File: config.mk
export PLATFORM = sky130hd
export DESIGN_NAME = pipeline_stall_controller
export DESIGN_NICKNAME = d
export VERILOG_FILES = /design/src/rtl/pipeline_stall_controller_pkg.sv /design/src/rtl/pipeline_stall_controller_sat_counter.sv /design/src/rtl/pipeline_stall_controller.sv
export SDC_FILE = /design/constraint.sdc
export NUM_CORES = 1
export LEC_CHECK = 0
export CORE_ASPECT_RATIO = 1.5
export CORE_MARGIN = 2
export CORE_UTILIZATION = 50
export DETAILED_ROUTE_END_ITERATION = 10
export PLACE_DENSITY = 0.79
export SYNTH_ARGS = -nofsm -noshare
export SYNTH_HDL_FRONTEND = slang
export SYNTH_SLANG_ARGS = --single-unit
File: constraint.sdc
create_clock -name clk -period 2.7 [get_ports clk]
set_clock_uncertainty 0.05 [all_clocks]
set_input_delay 0.405 -clock clk [delete_from_list [all_inputs] [get_ports clk]]
set_output_delay 0.405 -clock clk [all_outputs]
set_load 0.02 [all_outputs]
File: src/rtl/pipeline_stall_controller_pkg.sv
// Shared types for the pipeline stall controller: FSM state encoding.
package pipeline_stall_controller_pkg;

    localparam int STATE_W = 2;
    localparam int WAIT_W  = 8;

    typedef enum logic [STATE_W-1:0] {
        STALL_RUN      = 2'd0,
        STALL_MEM_WAIT = 2'd1,
        STALL_ABORT    = 2'd2
    } stall_state_e;

endpackage

File: src/rtl/pipeline_stall_controller_sat_counter.sv
// Saturating up-counter used for the stall statistics; sticks at all-ones.
module sat_counter #(
    parameter int WIDTH = 16
) (
    input  logic             clk,
    input  logic             rst,
    input  logic             inc,
    output logic [WIDTH-1:0] count
);

    logic [WIDTH-1:0] count_q;
    logic [WIDTH-1:0] count_d;

    always_comb begin
        count_d = count_q;
        if (inc && (count_q != {WIDTH{1'b1}})) begin
            count_d = count_q + 1'b1;
        end
    end

    always_ff @(posedge clk) begin
        if (rst) begin
            count_q <= '0;
        end else begin
            count_q <= count_d;
        end
    end

    assign count = count_q;

endmodule

File: src/rtl/pipeline_stall_controller.sv
// Merges memory wait, branch flush and hazard stall into per-stage freeze/flush
// strobes with fixed priority, plus stall statistics and a sticky timeout flag.
module pipeline_stall_controller
    import pipeline_stall_controller_pkg::*;
#(
    parameter int MEM_TIMEOUT = 64,
    parameter int CNT_WIDTH   = 16
) (
    input  logic                 clk,
    input  logic                 rst,
    input  logic                 hazard_detected,
    input  logic                 branch_taken,
    input  logic                 mem_req,
    input  logic                 sram_ready,
    input  logic                 err_clear,
    output logic                 pc_freeze,
    output logic                 if_id_freeze,
    output logic                 if_id_flush,
    output logic                 id_exe_freeze,
    output logic                 id_exe_flush,
    output logic                 exe_mem_freeze,
    output logic                 mem_wb_bubble,
    output logic                 mem_busy,
    output logic                 mem_timeout_err,
    output logic [CNT_WIDTH-1:0] hazard_stall_cnt,
    output logic [CNT_WIDTH-1:0] mem_stall_cnt,
    output logic [CNT_WIDTH-1:0] flush_cnt
);

    stall_state_e      state_q;
    logic [WAIT_W-1:0] wait_q;
    logic              err_q;

    logic memstall;
    logic br_flush;
    logic hz_stall;
    logic timeout;

    // ABORT ignores mem_req so the faulting access retires instead of re-stalling.
    always_comb begin
        memstall = !rst && (((state_q == STALL_RUN) && mem_req && !sram_ready) ||
                            ((state_q == STALL_MEM_WAIT) && !sram_ready));
        br_flush = !rst && !memstall && branch_taken;
        hz_stall = !rst && !memstall && !branch_taken && hazard_detected;
        timeout  = (state_q == STALL_MEM_WAIT) && !sram_ready &&
                   (wait_q == WAIT_W'(MEM_TIMEOUT));
    end

    assign pc_freeze       = memstall | hz_stall;
    assign if_id_freeze    = memstall | hz_stall;
    assign if_id_flush     = br_flush;
    assign id_exe_freeze   = memstall;
    assign id_exe_flush    = br_flush | hz_stall;
    assign exe_mem_freeze  = memstall;
    assign mem_wb_bubble   = memstall;
    assign mem_busy        = !rst && (state_q == STALL_MEM_WAIT);
    assign mem_timeout_err = err_q;

    always_ff @(posedge clk) begin
        if (rst) begin
            state_q <= STALL_RUN;
            wait_q  <= '0;
            err_q   <= 1'b0;
        end else begin
            // A timeout in the same cycle as err_clear leaves the flag set.
            if (timeout) begin
                err_q <= 1'b1;
            end else if (err_clear) begin
                err_q <= 1'b0;
            end
            case (state_q)
                STALL_RUN: begin
                    if (mem_req && !sram_ready) begin
                        state_q <= STALL_MEM_WAIT;
                        wait_q  <= WAIT_W'(1);
                    end
                end
                STALL_MEM_WAIT: begin
                    if (sram_ready) begin
                        state_q <= STALL_RUN;
                    end else if (timeout) begin
                        state_q <= STALL_ABORT;
                    end else begin
                        wait_q <= wait_q + 1'b1;
                    end
                end
                STALL_ABORT: begin
                    state_q <= STALL_RUN;
                end
                default: begin
                    state_q <= STALL_RUN;
                end
            endcase
        end
    end

    sat_counter #(.WIDTH(CNT_WIDTH)) u_hazard_cnt (
        .clk   (clk),
        .rst   (rst),
        .inc   (hz_stall),
        .count (hazard_stall_cnt)
    );

    sat_counter #(.WIDTH(CNT_WIDTH)) u_mem_cnt (
        .clk   (clk),
        .rst   (rst),
        .inc   (memstall),
        .count (mem_stall_cnt)
    );

    sat_counter #(.WIDTH(CNT_WIDTH)) u_flush_cnt (
        .clk   (clk),
        .rst   (rst),
        .inc   (br_flush),
        .count (flush_cnt)
    );

endmodule
== Word level (Yosys, flattened, before mapping) ==
Index checks and enable logic that the tools add are counted.

* Add/sub/neg operators: 4
* Equality and inequality tests: 9
* Muxes and demuxes: 10
* Bitwise logic cells: 2
* Reduce and logical (&&, ||, !) cells: 24

{| class="wikitable"
|+ Operator list
! kind !! number
|-
| 16-bit by 1-bit adder with 16-bit output (second input constant) || 3
|-
| 16-bit != test (second input constant) || 3
|-
| 8-bit 2-to-1 mux || 3
|-
| 8-bit case mux with 2 select lines || 1
|-
| 1-bit logical AND || 14
|-
| 8-bit by 1-bit adder with 8-bit output (second input constant) || 1
|-
| 8-bit by 7-bit equality test with 1-bit output (second input constant) || 1
|-
| 2-bit 2-to-1 mux || 3
|-
| 1-bit logical NOT || 4
|-
| 2-bit != test (second input constant) || 2
|-
| 2-bit case mux with 2 select lines || 1
|-
| 4-bit AND reduction || 1
|-
| 2-bit nonzero test || 2
|-
| 3-bit != test (second input constant) || 1
|-
| 2-bit by 1-bit equality test with 1-bit output (second input constant) || 1
|-
| 2-bit logical NOT || 1
|-
| 1-bit 2-to-1 mux || 2
|-
| 2-bit by 1-bit != test with 1-bit output (second input constant) || 1
|-
| 1-bit OR || 2
|-
| 2-bit AND reduction || 1
|-
| 1-bit logical OR || 1
|}

* Register bits: 59
* Bits of input ports: 7
* Output and inout port bits: 57
* Logic and storage cells: 55

== Longest topological paths before layout ==
* Word-level depth: 10
* Depth in mapped cells: 7
* Gate-level depth less buffers: 6

== Modules after synthesis ==
From an unflattened synthesis, not the netlist that was laid out.

* Cell total of the unflattened synthesis: 376
* Area, all modules: 3,216.8 µm²

{| class="wikitable"
|+ By module, submodules not included
! module !! times used !! cells an instance !! area an instance (µm²) !! sequential area each (µm²)
|-
| sat_counter || 3 || 99 || 848.3 || 320.3
|-
| pipeline_stall_controller || 1 || 79 || 671.9 || 220.2
|}

== Worst setup path after synthesis ==
OpenSTA, ideal clock, no wires.

* Kind: input-to-reg
* Start: input port sram_ready
* End: register u_mem_cnt.count_q[14], in the netlist u_mem_cnt.count[14]
* Library setup time: 0.128 ns
* Arrival time: 1.809 ns
* Data required time: 2.522 ns
* Setup slack: 0.713 ns
* Stages on the path: 7
* Buffers on the path: 2
* Cell sequence: or2_1 buf_6 or4_4 buf_6 nor4_4 xnor2_1 nor2_1

* Longest elaborated chain between the ends: 5
* Elaborated cells on any way between the ends: 6
* Classes of those cells: reduce/logical: 6

{| class="wikitable"
|+ Ends and longest elaborated chain
! element !! RTL line !! RTL
|-
| start: declaration || pipeline_stall_controller.sv:14 || <nowiki>input logic sram_ready,</nowiki>
|-
| 1-bit logical NOT (*) || pipeline_stall_controller.sv:41, pipeline_stall_controller.sv:42 ||
|-
| 1-bit logical AND (on tied branches) || pipeline_stall_controller.sv:41, pipeline_stall_controller.sv:42 ||
|-
| 1-bit logical OR (*) || pipeline_stall_controller.sv:41 || <nowiki>memstall = !rst && (((state_q == STALL_RUN) && mem_req && !sram_ready) ||</nowiki>
|-
| 1-bit logical AND (*) || pipeline_stall_controller.sv:41 ||
|-
| 1-bit logical AND (*) || pipeline_stall_controller_sat_counter.sv:16 || <nowiki>if (inc && (count_q != {WIDTH{1'b1}})) begin</nowiki>
|-
| end signal: assignment || pipeline_stall_controller_sat_counter.sv:25 || <nowiki>count_q <= count_d;</nowiki>
|-
| end: declaration || pipeline_stall_controller_sat_counter.sv:11 || <nowiki>logic [WIDTH-1:0] count_q;</nowiki>
|}

Every way passes the cells marked *; elsewhere a longest branch is shown, timed or not.
A chain may end at the register's enable or synchronous reset.

== Worst setup path after layout ==
* Start: input port sram_ready
* End: output port id_exe_flush

* Longest elaborated chain between the ends: 9
* Elaborated cells on any way between the ends: 11
* Classes of those cells: bitwise: 1; reduce/logical: 10

{| class="wikitable"
|+ Ends and longest elaborated chain
! element !! RTL line !! RTL
|-
| 1-bit logical NOT (*) || pipeline_stall_controller.sv:41, pipeline_stall_controller.sv:42 ||
|-
| 1-bit logical AND (on tied branches) || pipeline_stall_controller.sv:41, pipeline_stall_controller.sv:42 ||
|-
| 1-bit logical OR (*) || pipeline_stall_controller.sv:41 ||
|-
| 1-bit logical AND (*) || pipeline_stall_controller.sv:41 ||
|-
| 1-bit logical NOT (*) || pipeline_stall_controller.sv:43, pipeline_stall_controller.sv:44 ||
|-
| 1-bit logical AND (*) || pipeline_stall_controller.sv:43, pipeline_stall_controller.sv:44 ||
|-
| 1-bit logical AND (2 in series) || pipeline_stall_controller.sv:44 || <nowiki>hz_stall = !rst && !memstall && !branch_taken && hazard_detected;</nowiki>
|-
| 1-bit OR (*) || pipeline_stall_controller.sv:53 || <nowiki>assign id_exe_flush = br_flush | hz_stall;</nowiki>
|-
| end: declaration || pipeline_stall_controller.sv:20 || <nowiki>output logic id_exe_flush,</nowiki>
|}

Marked as above.

==> flow_summary.ini <==
[synthesis]
ys_seq_elements = 59
yosys_warnings = 0
synth_nets = 354
synth_cell_types = 47
async_reset_ff_frac = 0
avgSynthCellArea_sq_um = 8.68
synth_edf_count = 0
netlist_instances = 342
synthFlopType = dfxtp_1
netlist_area_sq_mm = 0.00297
ys_seq_area_frac = 0.398

[cts]
ctsHoldBuffers = 0
cts_buffers = 9
post_cts_buffers = 0
clk_pin_slew_ps = 60
clockBufferDepth = 2
cts_max_level = 3
cts_root_buf = clkbuf_8
clk_latency_ps = 330
clock_sinks = 59
cts_resized = 0
cts_tree = built

[worst_setup_path]
worstReg2RegEnd = u_mem_cnt.count[12]$_SDFFE_PP0P_
critPathTopFamily = buffers and inverters
crit_end = id_exe_flush
cp.depth = 6
cp.required_ps = 2250
cp-start-kind = input port
critical_path_buf_inv_count = 2
cp_slowest_cell = clkdlybuf4s50_1
crit_path_max_incr_delay_ps = 600
startpoint = sram_ready
rr_worst_depth = 6
worstPathArrival_ps = 2140
crit_fanout = 6
worstPathCellList = clkdlybuf4s50_1 > or2_1 > nor2_1 > nor2_1 > o21a_1 > clkdlybuf4s50_1
path_class = in2out
worst-r2r-setup-slack_ps = 750
timing.rr.start = u_mem_cnt.count[0]$_SDFFE_PP0P_
worstSetupEndpointType = output port

[global_route]
antenna_found_initial = 0
grt_usage = 0.222
grt_pass1_wl_um = 11400
grt_max_degree = 38
overflow = 0
grt_pass1_vias = 2568

[placement]
portBuffers = 63
dp_slack_ps = 120
placed_cells = 479
hpwlAfterDp_um = 5060
place_congestion = 0.844

[timing]
worst_pin_slew_ps = 491
hold_viol_final = 0
slew_violations = 0
maxClockFrequency_mhz = 385
slew_headroom = 0.672
finalCriticalPeriod_ps = 2600
fin_setup_tns_ps = 0
timing.final.ws_setup_ps = 101
grt_setup_unrepaired = no
report.final.setup_viol = 0
finalCritPeriodShare = 0.962

[detailed_routing]
wl_um = 6900
vias_per_cell = 5.51
drc = 0
dr.pass1.iters = 5
vias = 2726
drtAntennaViolNets = 0
wire_per_inst_um = 13.9
drt_iter0_drc = 175

[final_layout]
layout-drive-gt1-share = 0.0898
fin_cells = 495
diodes = 0
syn2layout_area_growth_pct = 32.8
fillerInstances = 483
layout.nets = 430

[outcome]
outcome = finished, final reports clean

[floorplanning]
core_sq_mm = 0.00579
num_io_pins = 64
dieWidth_um = 66.9
initial_utilization = 0.513
die_h_um = 98.4
die_area_sq_mm = 0.00658
num_rows = 34

[pwr]
finalPower_mw = 1.92
p_per_area_mw_per_mm2 = 488
p_leak_nw = 1.33
peakVddDrop_mv = 0.502

[run]
drv_cap = 0

[min_path]
hp-class = in2reg
==> through the flow <==
stage / utilization / hold slack [ps] / instance area, sq um
detailed placement: 0.642 / 394 / 3710
global placement: 0.642 / 385 / 3710
global route: 0.681 / 414 / 3940
CTS: 0.681 / 388 / 3940
finish: 0.681 / 397 / 3940
floorplan: - / 431 / 2970
==> cells in the mapped netlist, types with 2 or more instances <==
cell,instances,area [sq um]
a21oi_1,9,45.0
or3_1,3,18.8
clkbuf_1,6,22.5
nor4_1,8,50.1
buf_6,2,22.5
nand3_1,21,105
xnor2_1,28,245
nand2_1,18,67.6
or2_1,2,12.5
o21ai_0,5,25.0
xor2_1,11,96.3
nor2_1,57,214
buf_4,3,22.5
nor3b_1,6,45.0
nand4b_1,2,17.5
ha_1,5,62.6
or2_2,2,12.5
dfxtp_1,59,1180
o2111ai_1,3,26.3
mux2i_1,6,60.1
a211oi_1,7,52.6
a41oi_1,4,35.0
and3_1,9,56.3
o21a_1,2,15.0
and4_1,6,52.6
nor3_1,15,75.1
nand4_1,13,81.3
o211ai_1,3,22.5
inv_1,9,33.8
==> where the power goes <==
part | switching (mW) | total (mW) | internal, mW
sequential | 0.0116 | 0.890 | 0.879
clock | 0.338 | 0.907 | 0.569
combinational | 0.0701 | 0.126 | 0.0564
total | 0.420 | 1.92 | 1.50
==> sequential cells by signal (all words and copies together), names as in the netlist <==
name                count
u_mem_cnt.count        16
u_hazard_cnt.count     16
state_q                 2
u_flush_cnt.count      16
mem_timeout_err         1
wait_q                  8
==> worst min path at each step <==
stage	cells past startpoint	slack (ps)	startpoint	to
2_1_floorplan	2	430	wait_q[7]$_SDFFE_PP0P_	wait_q[7]$_SDFFE_PP0P_
3_3_place_gp	1	390	mem_timeout_err$_SDFFE_PP0P_	mem_timeout_err$_SDFFE_PP0P_
3_5_place_dp	1	390	mem_timeout_err$_SDFFE_PP0P_	mem_timeout_err$_SDFFE_PP0P_
4_1_cts	2	390	rst	u_hazard_cnt.count[7]$_SDFFE_PP0P_
5_1_grt	2	410	rst	u_hazard_cnt.count[8]$_SDFFE_PP0P_
6_report	2	400	rst	u_hazard_cnt.count[8]$_SDFFE_PP0P_
==> routing by layer <==
metal / vias up / GRT usage / routed length, um
met5: - / 0 / 0
met4: 0 / 0.100 / 106
met3: 13 / 0.0449 / 218
met2: 57 / 0.386 / 3680
met1: 1273 / 0.254 / 2900
li1: 1383 / - / -
==> layout make-up <==
class	count	area [sq um]	share of cell area
inverter	9	33.8	0.00857
clock inverter	4	72.6	0.0184
clock buffer	12	155	0.0394
multi-input combinational	263	1690	0.428
sequential	59	1180	0.300
tap	72	90.1	0.0229
timing repair buffer	76	723	0.183
==> placed cells by master, fill, tap and decap left out, types with 8 or more instances in the layout <==
| cell | n |
|---|---|
| clkdlybuf4s50_1 | 62 |
| dfxtp_1 | 59 |
| nor2_1 | 57 |
| xnor2_1 | 28 |
| nand3_1 | 21 |
| nand2_1 | 18 |
| nor3_1 | 15 |
| nand4_1 | 13 |
| buf_4 | 13 |
| xor2_1 | 11 |
| clkbuf_8 | 11 |
| inv_1 | 9 |
| a21oi_1 | 9 |
| and3_1 | 9 |
| nor4_1 | 8 |
==> kinds of logic (layout without fill, tap and decap cells) <==
group | Yosys count | count (layout) | share of synthesized area
AO/OA/AOI/OAI | 41 | 41 | 0.104
AND/OR/NAND/NOR | 172 | 172 | 0.308
multiplexers | 6 | 6 | 0.0202
flip-flops | 59 | 59 | 0.398
adder cells (fa/ha/maj) | 5 | 5 | 0.0211
buffers and inverters | 20 | 101 | 0.0341
XOR/XNOR | 39 | 39 | 0.115
==> worst register-to-register path, stage by stage (launching register included) <==
cell and delay (ps):
dfxtp_1 410, ha_1 260, nand3_1 100, or4_4 520, nor4_2 300, xnor2_1 150
nor2_1 50
No activity file was read; power rests on OpenSTA's default activity.
